### src/rtl/tweak_fetch_if.sv
// Fetch-stage bundle: ROM request/response, redirect/halt control, decoder handshake.
// Latency: none (wires only).
// Backpressure: ins_ready from the decoder; the ROM side has no backpressure.
interface tweak_fetch_if #(
    parameter int ADDR_WIDTH = 4,
    parameter int WORD_WIDTH = 32
);
    logic                  rom_read_ena;
    logic [ADDR_WIDTH-1:0] rom_addr;
    logic [WORD_WIDTH-1:0] rom_data;
    logic                  redirect_valid;
    logic [ADDR_WIDTH-1:0] redirect_addr;
    logic                  halt;
    logic                  ins_valid;
    logic                  ins_ready;
    logic [WORD_WIDTH-1:0] ins_opcode;
    logic [ADDR_WIDTH-1:0] ins_pc;
    logic [ADDR_WIDTH-1:0] fetch_pc;

    // Fetch stage side
    modport master (
        output rom_read_ena, rom_addr, ins_valid, ins_opcode, ins_pc, fetch_pc,
        input  rom_data, redirect_valid, redirect_addr, halt, ins_ready
    );

    // ROM / decoder / control side
    modport slave (
        input  rom_read_ena, rom_addr, ins_valid, ins_opcode, ins_pc, fetch_pc,
        output rom_data, redirect_valid, redirect_addr, halt, ins_ready
    );
endinterface

### src/rtl/tweak_fetch.sv
// Instruction fetch: owns the PC, reads a 1-cycle sync ROM, queues {word, pc} for the decoder.
// Latency: request in cycle N -> word at the queue head (ins_valid=1) in cycle N+2.
// Backpressure: credit rule count+inflight<DEPTH throttles ROM reads; head held while ins_ready=0.
module tweak_fetch #(
    parameter int          ADDR_WIDTH = 4,
    parameter int          WORD_WIDTH = 32,
    parameter int          DEPTH      = 4,
    parameter int unsigned RESET_PC   = 0
) (
    input  logic              CLK,
    input  logic              RESET,
    tweak_fetch_if.master     bus
);
    localparam int PTR_W = $clog2(DEPTH);
    localparam int CNT_W = PTR_W + 1;

    // Registered state
    logic [ADDR_WIDTH-1:0] fetch_pc_q, fetch_pc_d;
    logic [ADDR_WIDTH-1:0] tag_pc_q,   tag_pc_d;
    logic                  inflight_q, inflight_d;
    logic [CNT_W-1:0]      count_q,    count_d;
    logic [PTR_W-1:0]      rd_ptr_q,   rd_ptr_d;
    logic [PTR_W-1:0]      wr_ptr_q,   wr_ptr_d;
    logic [WORD_WIDTH-1:0] op_mem_q [DEPTH];
    logic [WORD_WIDTH-1:0] op_mem_d [DEPTH];
    logic [ADDR_WIDTH-1:0] pc_mem_q [DEPTH];
    logic [ADDR_WIDTH-1:0] pc_mem_d [DEPTH];

    // Combinational control
    logic             issue;
    logic             flush;
    logic             push;
    logic             pop;
    logic             head_vld;
    logic [CNT_W:0]   occ;

    // Issue/credit decision and the externally visible outputs
    always_comb begin
        occ      = {1'b0, count_q} + {{CNT_W{1'b0}}, inflight_q};
        // Pops are deliberately not credited in the same cycle, so occupancy
        // can never exceed DEPTH once the in-flight word lands.
        issue    = !RESET && !bus.halt && !bus.redirect_valid
                   && (occ < (CNT_W+1)'(DEPTH));
        flush    = bus.redirect_valid;
        head_vld = (count_q != '0);
        push     = inflight_q && !flush;
        pop      = head_vld && bus.ins_ready && !flush;

        bus.rom_read_ena = issue;
        bus.rom_addr     = fetch_pc_q;
        bus.fetch_pc     = fetch_pc_q;
        bus.ins_valid    = head_vld;
        bus.ins_opcode   = op_mem_q[rd_ptr_q];
        bus.ins_pc       = pc_mem_q[rd_ptr_q];
    end

    // Next-state: PC advance/redirect, in-flight tag, queue push/pop/flush
    always_comb begin
        fetch_pc_d = fetch_pc_q;
        tag_pc_d   = tag_pc_q;
        inflight_d = issue;
        count_d    = count_q;
        rd_ptr_d   = rd_ptr_q;
        wr_ptr_d   = wr_ptr_q;
        op_mem_d   = op_mem_q;
        pc_mem_d   = pc_mem_q;

        if (flush) begin
            fetch_pc_d = bus.redirect_addr;
        end else if (issue) begin
            fetch_pc_d = fetch_pc_q + ADDR_WIDTH'(1);
        end

        if (issue) begin
            tag_pc_d = fetch_pc_q;
        end

        if (flush) begin
            // Drop everything queued plus the word returning this cycle.
            count_d  = '0;
            rd_ptr_d = '0;
            wr_ptr_d = '0;
        end else begin
            if (push) begin
                op_mem_d[wr_ptr_q] = bus.rom_data;
                pc_mem_d[wr_ptr_q] = tag_pc_q;
                wr_ptr_d           = wr_ptr_q + PTR_W'(1);
            end
            if (pop) begin
                rd_ptr_d = rd_ptr_q + PTR_W'(1);
            end
            count_d = count_q + CNT_W'(push) - CNT_W'(pop);
        end
    end

    // State registers; reset dominates and also discards any returning ROM word
    always_ff @(posedge CLK) begin
        if (RESET) begin
            fetch_pc_q <= ADDR_WIDTH'(RESET_PC);
            tag_pc_q   <= '0;
            inflight_q <= 1'b0;
            count_q    <= '0;
            rd_ptr_q   <= '0;
            wr_ptr_q   <= '0;
            op_mem_q   <= '{default: '0};
            pc_mem_q   <= '{default: '0};
        end else begin
            fetch_pc_q <= fetch_pc_d;
            tag_pc_q   <= tag_pc_d;
            inflight_q <= inflight_d;
            count_q    <= count_d;
            rd_ptr_q   <= rd_ptr_d;
            wr_ptr_q   <= wr_ptr_d;
            op_mem_q   <= op_mem_d;
            pc_mem_q   <= pc_mem_d;
        end
    end
endmodule

### src/flat_wrapper.sv
// flat-port wrapper written by rule: the top's interface ports become plain ports
module tweak_fetch_flat 
#(
    parameter int          ADDR_WIDTH = 4,
    parameter int          WORD_WIDTH = 32,
    parameter int          DEPTH      = 4,
    parameter int unsigned RESET_PC   = 0
)
  (CLK, RESET, bus_rom_read_ena, bus_rom_addr, bus_ins_valid, bus_ins_opcode, bus_ins_pc, bus_fetch_pc, bus_rom_data, bus_redirect_valid, bus_redirect_addr, bus_halt, bus_ins_ready);
  tweak_fetch_if #(.ADDR_WIDTH(ADDR_WIDTH), .WORD_WIDTH(WORD_WIDTH)) bus_i ();
  input  logic CLK;
  input  logic RESET;
  output wire logic [$bits(bus_i.rom_read_ena)-1:0] bus_rom_read_ena;
  output wire logic [$bits(bus_i.rom_addr)-1:0] bus_rom_addr;
  output wire logic [$bits(bus_i.ins_valid)-1:0] bus_ins_valid;
  output wire logic [$bits(bus_i.ins_opcode)-1:0] bus_ins_opcode;
  output wire logic [$bits(bus_i.ins_pc)-1:0] bus_ins_pc;
  output wire logic [$bits(bus_i.fetch_pc)-1:0] bus_fetch_pc;
  input wire logic [$bits(bus_i.rom_data)-1:0] bus_rom_data;
  input wire logic [$bits(bus_i.redirect_valid)-1:0] bus_redirect_valid;
  input wire logic [$bits(bus_i.redirect_addr)-1:0] bus_redirect_addr;
  input wire logic [$bits(bus_i.halt)-1:0] bus_halt;
  input wire logic [$bits(bus_i.ins_ready)-1:0] bus_ins_ready;
  assign bus_rom_read_ena = bus_i.rom_read_ena;
  assign bus_rom_addr = bus_i.rom_addr;
  assign bus_ins_valid = bus_i.ins_valid;
  assign bus_ins_opcode = bus_i.ins_opcode;
  assign bus_ins_pc = bus_i.ins_pc;
  assign bus_fetch_pc = bus_i.fetch_pc;
  assign bus_i.rom_data = bus_rom_data;
  assign bus_i.redirect_valid = bus_redirect_valid;
  assign bus_i.redirect_addr = bus_redirect_addr;
  assign bus_i.halt = bus_halt;
  assign bus_i.ins_ready = bus_ins_ready;
  tweak_fetch #(.ADDR_WIDTH(ADDR_WIDTH), .WORD_WIDTH(WORD_WIDTH), .DEPTH(DEPTH), .RESET_PC(RESET_PC)) u_core (.CLK(CLK), .RESET(RESET), .bus(bus_i));
endmodule
### config.mk
export PLATFORM = sky130hd
export DESIGN_NAME = tweak_fetch_flat
export DESIGN_NICKNAME = d
export VERILOG_FILES = /design/src/rtl/tweak_fetch_if.sv /design/src/rtl/tweak_fetch.sv /design/src/flat_wrapper.sv
export SDC_FILE = /design/constraint.sdc
export NUM_CORES = 1
export LEC_CHECK = 0
export CORE_MARGIN = 3
export CORE_UTILIZATION = 59
export CTS_CLUSTER_DIAMETER = 200
export CTS_CLUSTER_SIZE = 16
export DETAILED_ROUTE_END_ITERATION = 16
export MAX_ROUTING_LAYER = met4
export PLACE_DENSITY = 0.85
export SLEW_MARGIN = 5
export SYNTH_ARGS = -nofsm -noshare
export SYNTH_HDL_FRONTEND = slang
export SYNTH_SLANG_ARGS = --single-unit
### constraint.sdc
create_clock -name CLK -period 5 [get_ports CLK]
set_input_delay 0.75 -clock CLK [delete_from_list [all_inputs] [get_ports CLK]]
set_output_delay 0.75 -clock CLK [all_outputs]
set_load 0.02 [all_outputs]
==> impl_metrics.ini, run 1 <==
[outcome]
outcome = completed

[flow_run]
cap_violations = 0

[global_route]
grtUsageMet3 = 0.0663
grt-busiest-layer = met2
grt_pass1_vias = 5811
globalRouteMet2Util = 0.501
antenna_found_initial = 0
grt_usage = 0.293
grtUsageMet1 = 0.336
grt_pass1_wl_um = 28400
grt_max_degree = 95
grt_overflow_total = 0

[die]
pin_count = 87
dieArea_um2 = 12600
start_util = 0.609
die_y_um = 112
row_count = 38
die_w_um = 112
core_area_um2 = 10900

[worst_setup_path]
r2r-end = u_core.op_mem_q[13]
crit_top_cell = clkdlybuf4s50_1
cp-end-kind = output pin
cp_max_fo = 11
reg2reg_from = u_core.inflight_q
max_stage_delay_ns = 0.64
criticalPathCategory = in -> out
startpoint_type = input port
startpoint = bus_redirect_valid
path_cells = clkdlybuf4s50_1 > inv_1 > nand2_1 > nor3_1 > clkdlybuf4s50_1
cp-endpoint = bus_rom_read_ena
rr_worst_depth = 5
critPathSlowestCell = clkdlybuf4s50_1
cp.arrival_ns = 2.73
cp.required_ns = 4.25
r2r_slack_ns = 2.59

[timing]
setup_slack_ns = 1.52
rsz0062_at_grt = false
slew_viol_final = 0
finalHoldViolCount = 0
period_needed_ns = 3.48
fmax_mhz = 287
tightest_slew_ns = 1.12
fin_crit_sh = 0.697
slew_headroom = 0.257
setup_violations = 0
tns_ns = 0
finClkSkew_ns = 0.00477

[yosys]
postSynthCellCount = 767
synthTopCellsByArea = dfxtp_1, nand2_1, mux4_2
yosys.area.top_type = dfxtp_1
netlist_area_um2 = 6660
synth.most_common_cell = nand2_1
yosysSeqAreaShare = 0.481
synth_ff_type = dfxtp_1
synth.top_cell.area_share = 0.481
synth_commonest_cells = nand2_1, dfxtp_1, a21oi_1, mux4_2, clkbuf_1
ys_warn_count = 0
syn_nets = 817
synthArstFlopShare = 0
ys_ff_latch = 160
ys_types = 38
syn_area_per_cell_um2 = 8.68
synth-edff-count = 0

[clock_tree]
cts_tree = done
cts_resized = 0
post-cts-setup-buffer-count = 0
htreeDepth = 4
ctsRootBufferMaster = clkbuf_16
cts_sinks = 160
cts_hold_buf = 0
clk_latency_ns = 0.43
path_clk_slew_ns = 0.06
clk_path_buf_depth = 2
numCtsBuffers = 17

[layout]
drive_gt1_frac = 0.105
syn_to_final_growth_pct = 22.4
antenna_cells = 0
finalNetCount = 872

[drt]
drt-initial-drc-count = 449
viasPerCell = 5.85
wl_um = 17200
wl_per_cell_um = 17.7
route.detailed.drc = 0
postRouteAntennaNets = 0
drtPass1Iterations = 5
vias = 5703

[worst_hold_path]
hold_path.class = reg -> reg
hp-start = u_core.op_mem_q[36]

[placement]
pre_cts_slack_ns = 1.55
place_congestion = 0.819
io_buffers = 86
dp_hpwl_um = 10300

[pwr]
max-vdd-ir-drop_v = 0.000308
power_leakage_uw = 0.00269
power_density_nw_per_um2 = 359
finalPower_uw = 2920
-- how the worst min path moves through the flow --
| stage | cells after the start | endpoint | slack (ns) |
|---|---|---|---|
| floorplan | 2 | u_core.op_mem_q[43] | 0.43 |
| global placement | 2 | u_core.op_mem_q[107] | 0.44 |
| detailed placement | 2 | u_core.op_mem_q[51] | 0.44 |
| CTS | 2 | u_core.op_mem_q[51] | 0.45 |
| global route | 2 | u_core.op_mem_q[101] | 0.47 |
| finish | 2 | u_core.op_mem_q[36] | 0.45 |
-- state kept, by name, indices dropped and copies added, names as in the netlist --
name and flops:
u_core.rd_ptr_q 2, u_core.op_mem_q 128, u_core.pc_mem_q 16, u_core.tag_pc_q 4
u_core.wr_ptr_q 2, u_core.inflight_q 1, u_core.count_q 3, u_core.bus.fetch_pc 4
-- logic make-up (layout without fill, tap and decap cells) --
kind of cell | Yosys count | in the layout | share of synthesized area
buffers and inverters | 70 | 138 | 0.0513
DFF | 160 | 160 | 0.481
muxes | 37 | 37 | 0.123
adders and majority gates | 9 | 9 | 0.0180
AOI/OAI and AO/OA | 163 | 163 | 0.131
xor gates and xnor gates | 4 | 4 | 0.00526
and+or+nand+nor | 324 | 324 | 0.190
-- power by group --
| group | switching [uW] | leakage (uW) | internal, uW |
|---|---|---|---|
| Sequential | 9.88 | 0.00129 | 1290 |
| Clock | 514 | 0.000333 | 972 |
| Combinational | 76.0 | 0.00107 | 64.0 |
-- per-layer routing --
layer / part of all wire / wire [um]
met1: 0.38 / 6540
met2: 0.52 / 8930
met3: 0.078 / 1340
met4: 0.024 / 413
met5: 0 / 0
-- critical path, delay by kind of cell --
kind,cells,cell delay (ns)
buffers and inverters,3,1.51
and+or+nand+nor,2,0.47
-- final cells by class --
class / count / area (um2)
Tap cell: 140 / 175
Clock buffer: 21 / 470
Sequential cell: 160 / 3210
Timing Repair Buffer: 97 / 941
Multi-Input combinational cell: 537 / 3110
Clock inverter: 11 / 208
Fill cell: 758 / 2790
Inverter: 9 / 33.8
-- layout by cell type (no fill, tap or decap), drive strengths merged --
master / Yosys / final
nand2: 294 / 294
dfxtp: 160 / 160
a21oi: 146 / 146
clkdlybuf4s50: 0 / 85
mux4: 36 / 36
clkbuf: 33 / 21
buf: 28 / 12
nor2: 10 / 10
inv: 9 / 9
ha: 8 / 8
bufinv: 0 / 6
and2: 5 / 5
xnor2: 4 / 4
clkinv: 0 / 4
nor3: 3 / 3
nand3: 3 / 3
o31ai: 3 / 3
o21ai: 3 / 3
or3: 3 / 3
and3: 2 / 2
a31o: 2 / 2
a311oi: 2 / 2
o311a: 2 / 2
nand4: 1 / 1
o221a: 1 / 1
nor2b: 1 / 1
o221ai: 1 / 1
a31oi: 1 / 1
a221oi: 1 / 1
o2111a: 1 / 1
mux2i: 1 / 1
and4: 1 / 1
or4: 1 / 1
fa: 1 / 1
clkinvlp: 0 / 1
-- stage by stage --
step,std cells,hold WS (ns),util,instance area (um2)
global placement,943,0.438,0.683,7470
floorplan,767,0.430,-,6660
CTS,975,0.451,0.745,8150
detailed placement,943,0.443,0.683,7470
finish,975,0.453,0.745,8150
global route,975,0.474,0.745,8150
Power figures use the tool's default switching activity.
==> run 2: changes to the inputs <==
--- a/config.mk
+++ b/config.mk
@@ -6,12 +6,12 @@
 export NUM_CORES = 1
 export LEC_CHECK = 0
 export CORE_MARGIN = 3
-export CORE_UTILIZATION = 59
+export CORE_UTILIZATION = 55
 export CTS_CLUSTER_DIAMETER = 200
 export CTS_CLUSTER_SIZE = 16
 export DETAILED_ROUTE_END_ITERATION = 16
 export MAX_ROUTING_LAYER = met4
-export PLACE_DENSITY = 0.85
+export PLACE_DENSITY = 0.8
 export SLEW_MARGIN = 5
 export SYNTH_ARGS = -nofsm -noshare
 export SYNTH_HDL_FRONTEND = slang
==> constraint.sdc (replaced) <==
create_clock -name CLK -period 3.5 [get_ports CLK]
set_input_delay 0.525 -clock CLK [delete_from_list [all_inputs] [get_ports CLK]]
set_output_delay 0.525 -clock CLK [all_outputs]
set_load 0.02 [all_outputs]
==> impl_metrics.ini, run 2 (same netlist as run 1, synthesis figures left out) <==
[worst_setup_path]
rr_worst_depth = 9
cp-end-kind = output pin
r2r_slack_ns = 1.14
cp_max_fo = 27
cp.required_ns = 2.97
criticalPathCategory = reg -> out
cp.arrival_ns = 2.50
startpoint_type = flop
r2r-end = u_core.count_q[2]
startpoint = u_core.rd_ptr_q[1]
reg2reg_from = u_core.count_q[1]
cp-endpoint = bus_ins_opcode[9]

[drt]
wl_um = 17300
vias = 5742
wl_met3_um = 910
drt-initial-drc-count = 644
drtPass1Iterations = 7
routedLengthMet1_um = 7030
route.detailed.drc = 0
viasPerCell = 5.81
top_layer = met4
postRouteAntennaNets = 0
wl_per_cell_um = 17.5
wl_met2_um = 9120

[pwr]
power_leakage_uw = 0.00274
max-vdd-ir-drop_v = 0.000362
finalPower_uw = 4150
power_density_nw_per_um2 = 503

[timing]
tns_ns = 0
rsz0062_at_grt = false
setup_violations = 0
period_needed_ns = 3.03
fin_crit_sh = 0.865
finClkSkew_ns = 0.00535
finalHoldViolCount = 0
holdWs_ns = 0.453
slew_headroom = 0.383
tightest_slew_ns = 0.925
fmax_mhz = 330
slew_viol_final = 0

[layout]
antenna_cells = 0
syn_to_final_growth_pct = 23.8
finalNetCount = 883
fill_cells = 864
finalNonFillerCells = 989
largest_register_ffs = 128
final_common_cell = nand2_1
fin_util = 0.710
layout_common_cells = nand2_1, dfxtp_1, a21oi_1
top_regs = u_core.op_mem_q x128, u_core.pc_mem_q x16
largest-register = u_core.op_mem_q
drive_gt1_frac = 0.118

[die]
pin_count = 87
start_util = 0.573
die_y_um = 116
row_count = 39
core_area_um2 = 11600
die_w_um = 116
dieArea_um2 = 13500

[placement]
place_congestion = 0.836
io_buffers = 86
dp_hpwl_um = 10400
placed_cells = 957

[global_route]
antenna_found_initial = 0
grt_overflow_total = 0
grt_max_degree = 95
grt_usage = 0.273
grt_pass1_vias = 5879
grt_pass1_wl_um = 27900

[clock_tree]
cts_resized = 0
clk_path_buf_depth = 2
htreeDepth = 4
cts_hold_buf = 0
ctsRootBufferMaster = clkbuf_16
cts_tree = done
numCtsBuffers = 17
clk_latency_ns = 0.43
cts_sinks = 160
path_clk_slew_ns = 0.06
post-cts-setup-buffer-count = 0

[worst_hold_path]
hold_path.class = reg -> reg

[outcome]
outcome = completed

[flow_run]
cap_violations = 0
-- run 2: cell count changes in the layout (fill, tap and decap cells not counted) --
cell | previous run | this run
buf_12 | 0 | 1
buf_4 | 12 | 22
clkbuf_1 | 1 | 0
clkbuf_8 | 3 | 1
clkinv_2 | 4 | 2
clkinv_4 | 0 | 2
clkinvlp_4 | 1 | 4
-- run 2: final cells by class --
| class | instances | area, um2 | share of cell area |
|---|---|---|---|
| clock buffers | 18 | 439 | 0.0533 |
| clock inverters | 14 | 238 | 0.0288 |
| inverters | 9 | 33.8 | 0.00410 |
| multi-input cells | 537 | 3110 | 0.378 |
| flip-flops and latches | 160 | 3210 | 0.389 |
| well taps | 143 | 179 | 0.0217 |
| repair buffers | 108 | 1040 | 0.126 |
-- run 2: through the flow --
stage / setup WS (ns) / cell area (um2)
finish: 0.472 / 8240
global route: 0.429 / 8240
CTS: 0.494 / 8240
detailed placement: 0.741 / 7570
global placement: 0.740 / 7570
floorplan: 1.22 / 6660
-- run 2: worst min-delay path by stage --
stage | startpoint | to | slack [ns] | cells after the start
2_1_floorplan | u_core.op_mem_q[43] | u_core.op_mem_q[43] | 0.43 | 2
3_3_place_gp | u_core.op_mem_q[48] | u_core.op_mem_q[48] | 0.44 | 2
3_5_place_dp | u_core.op_mem_q[44] | u_core.op_mem_q[44] | 0.45 | 2
4_1_cts | u_core.op_mem_q[44] | u_core.op_mem_q[44] | 0.45 | 2
5_1_grt | u_core.op_mem_q[45] | u_core.op_mem_q[45] | 0.47 | 2
6_report | u_core.op_mem_q[53] | u_core.op_mem_q[53] | 0.45 | 2
-- run 2: routing by layer --
| layer | vias up | global-route usage |
|---|---|---|
| met3 | 25 | 0.0486 |
| met2 | 186 | 0.463 |
| met5 | - | - |
| met4 | 0 | 0.0998 |
| li1 | 2718 | - |
| met1 | 2813 | 0.327 |
-- run 2: power by group --
part | total (uW) | switching (uW) | internal (uW)
clock | 2090 | 737 | 1350
sequential | 1850 | 13.5 | 1840
combinational | 206 | 112 | 93.9
total | 4150 | 862 | 3280
-- run 2: worst max-delay path: stages, from the launching register on --
cell and delay (ns):
dfxtp_2 0.89, buf_4 0.29, mux4_2 0.33, clkdlybuf4s50_1 0.56
==> run 3: changes to the inputs <==
--- a/config.mk
+++ b/config.mk
@@ -11,7 +11,7 @@
 export CTS_CLUSTER_SIZE = 16
 export DETAILED_ROUTE_END_ITERATION = 16
 export MAX_ROUTING_LAYER = met4
-export PLACE_DENSITY = 0.8
+export PLACE_DENSITY = 0.77
 export SLEW_MARGIN = 5
 export SYNTH_ARGS = -nofsm -noshare
 export SYNTH_HDL_FRONTEND = slang
==> impl_metrics.ini, run 3 (same netlist as run 1, synthesis figures left out) <==
[outcome]
outcome = completed

[pwr]
power_leakage_uw = 0.00267
power_density_nw_per_um2 = 482
max-vdd-ir-drop_v = 0.000328

[drt]
drt-initial-drc-count = 588
wl_per_cell_um = 17.2
vias = 5668
viasPerCell = 5.78
postRouteAntennaNets = 0
route.detailed.drc = 0
wl_um = 16900
drtPass1Iterations = 6

[die]
die_w_um = 116
pin_count = 87
die_y_um = 116
dieArea_um2 = 13500
core_area_um2 = 11600
row_count = 39
start_util = 0.573

[layout]
fill_cells = 931
antenna_cells = 0
drive_gt1_frac = 0.112
fin_util = 0.699
final_common_cell = nand2_1
layout_common_cells = nand2_1, dfxtp_1, a21oi_1
seq_area_um2 = 3210
finalNetCount = 875
multi_input_area_um2 = 3120
top_regs = u_core.op_mem_q x128, u_core.pc_mem_q x16
largest-register = u_core.op_mem_q
largest_register_ffs = 128
syn_to_final_growth_pct = 22.0

[clock_tree]
clk_path_buf_depth = 2
cts_tree = done
htreeDepth = 4
path_clk_slew_ns = 0.06
cts_hold_buf = 0
post-cts-setup-buffer-count = 0
ctsRootBufferMaster = clkbuf_16
clk_latency_ns = 0.41
numCtsBuffers = 17
cts_sinks = 160
cts_resized = 0

[global_route]
grt_pass1_wl_um = 27500
antenna_found_initial = 0
grt_usage = 0.271
grt_pass1_vias = 5777
grt_overflow_total = 0
grt_max_degree = 92

[timing]
finalHoldViolCount = 0
finClkSkew_ns = 0.00730
period_needed_ns = 2.92
fin_crit_sh = 0.833
fmax_mhz = 343
rsz0062_at_grt = false
tns_ns = 0
slew_viol_final = 0
slew_headroom = 0.397
tightest_slew_ns = 0.904
setup_violations = 0

[worst_setup_path]
max_stage_delay_ns = 0.63
critPathSlowestCell = clkdlybuf4s50_1
cp_max_fo = 13
criticalPathCategory = reg -> out
cp-end-kind = output pin
startpoint_type = flop
cp.arrival_ns = 2.39
path_cells = ha_1 > or3_1 > o221a_2 > nor3_1 > clkdlybuf4s50_1
cp.required_ns = 2.97

[worst_hold_path]
hold_path.class = reg -> reg

[placement]
dp_hpwl_um = 9660
io_buffers = 86
place_congestion = 0.851

[flow_run]
cap_violations = 0
-- run 3: changes by cell type in the layout (fill, tap and decap cells not counted), moves of 2 or more --
cell	delta
and2_1	-4
and2_2	+4
buf_4	-9
bufinv_16	-3
clkbuf_1	+2
clkinv_2	+3
clkinv_4	-2
-- run 3: area by class of cell --
type / count / area share
Clock buffer: 21 / 0.0567
Clock inverter: 11 / 0.0169
Inverter: 9 / 0.00416
Multi-Input combinational cell: 537 / 0.384
Sequential cell: 160 / 0.395
Tap cell: 143 / 0.0220
Timing Repair Buffer: 100 / 0.122
-- run 3: per-stage QoR --
step / power (uW) / hold slack [ns] / setup slack (ns) / instance area (um2) / instances
2_1_floorplan: 1990 / 0.430 / 1.22 / 6660 / 767
3_3_place_gp: 2090 / 0.438 / 0.777 / 7520 / 949
3_5_place_dp: 2090 / 0.445 / 0.787 / 7520 / 949
4_1_cts: 3930 / 0.453 / 0.572 / 8120 / 981
5_1_grt: 4030 / 0.469 / 0.459 / 8120 / 981
6_report: 3920 / 0.453 / 0.583 / 8120 / 981
-- run 3: path summary, 6_finish.rpt --
path | from | to | slack [ns] | depth (start not counted)
setup reg to reg | u_core.count_q[1] | u_core.count_q[2] | 1.15 | 9
setup / recovery | u_core.count_q[1] | bus_rom_read_ena | 0.58 | 5
hold reg to reg | u_core.op_mem_q[4] | u_core.op_mem_q[4] | 0.45 | 2
hold / removal | u_core.op_mem_q[4] | u_core.op_mem_q[4] | 0.45 | 2
-- run 3: critical path, delay by kind of cell (launching register included) --
kind            cells  cell delay (ns)
flops               1             0.37
simple gates        2             0.51
buf+inv             1             0.63
compound gates      1             0.23
fa+ha+maj           1             0.25
-- run 3: where the power goes --
group          switching, uW  leakage, uW  internal [uW]
Sequential              13.3      0.00129           1840
Combinational            109      0.00109           93.7
Clock                    711     0.000289           1150
Total                    833      0.00267           3080
-- run 3: metal layers --
metal,track usage,vias to the layer above,part of all wire
met2,0.448,244,0.51
met3,0.0621,13,0.075
met1,0.326,2717,0.40
met4,0.0974,0,0.0098
li1,-,2694,-
met5,-,-,0
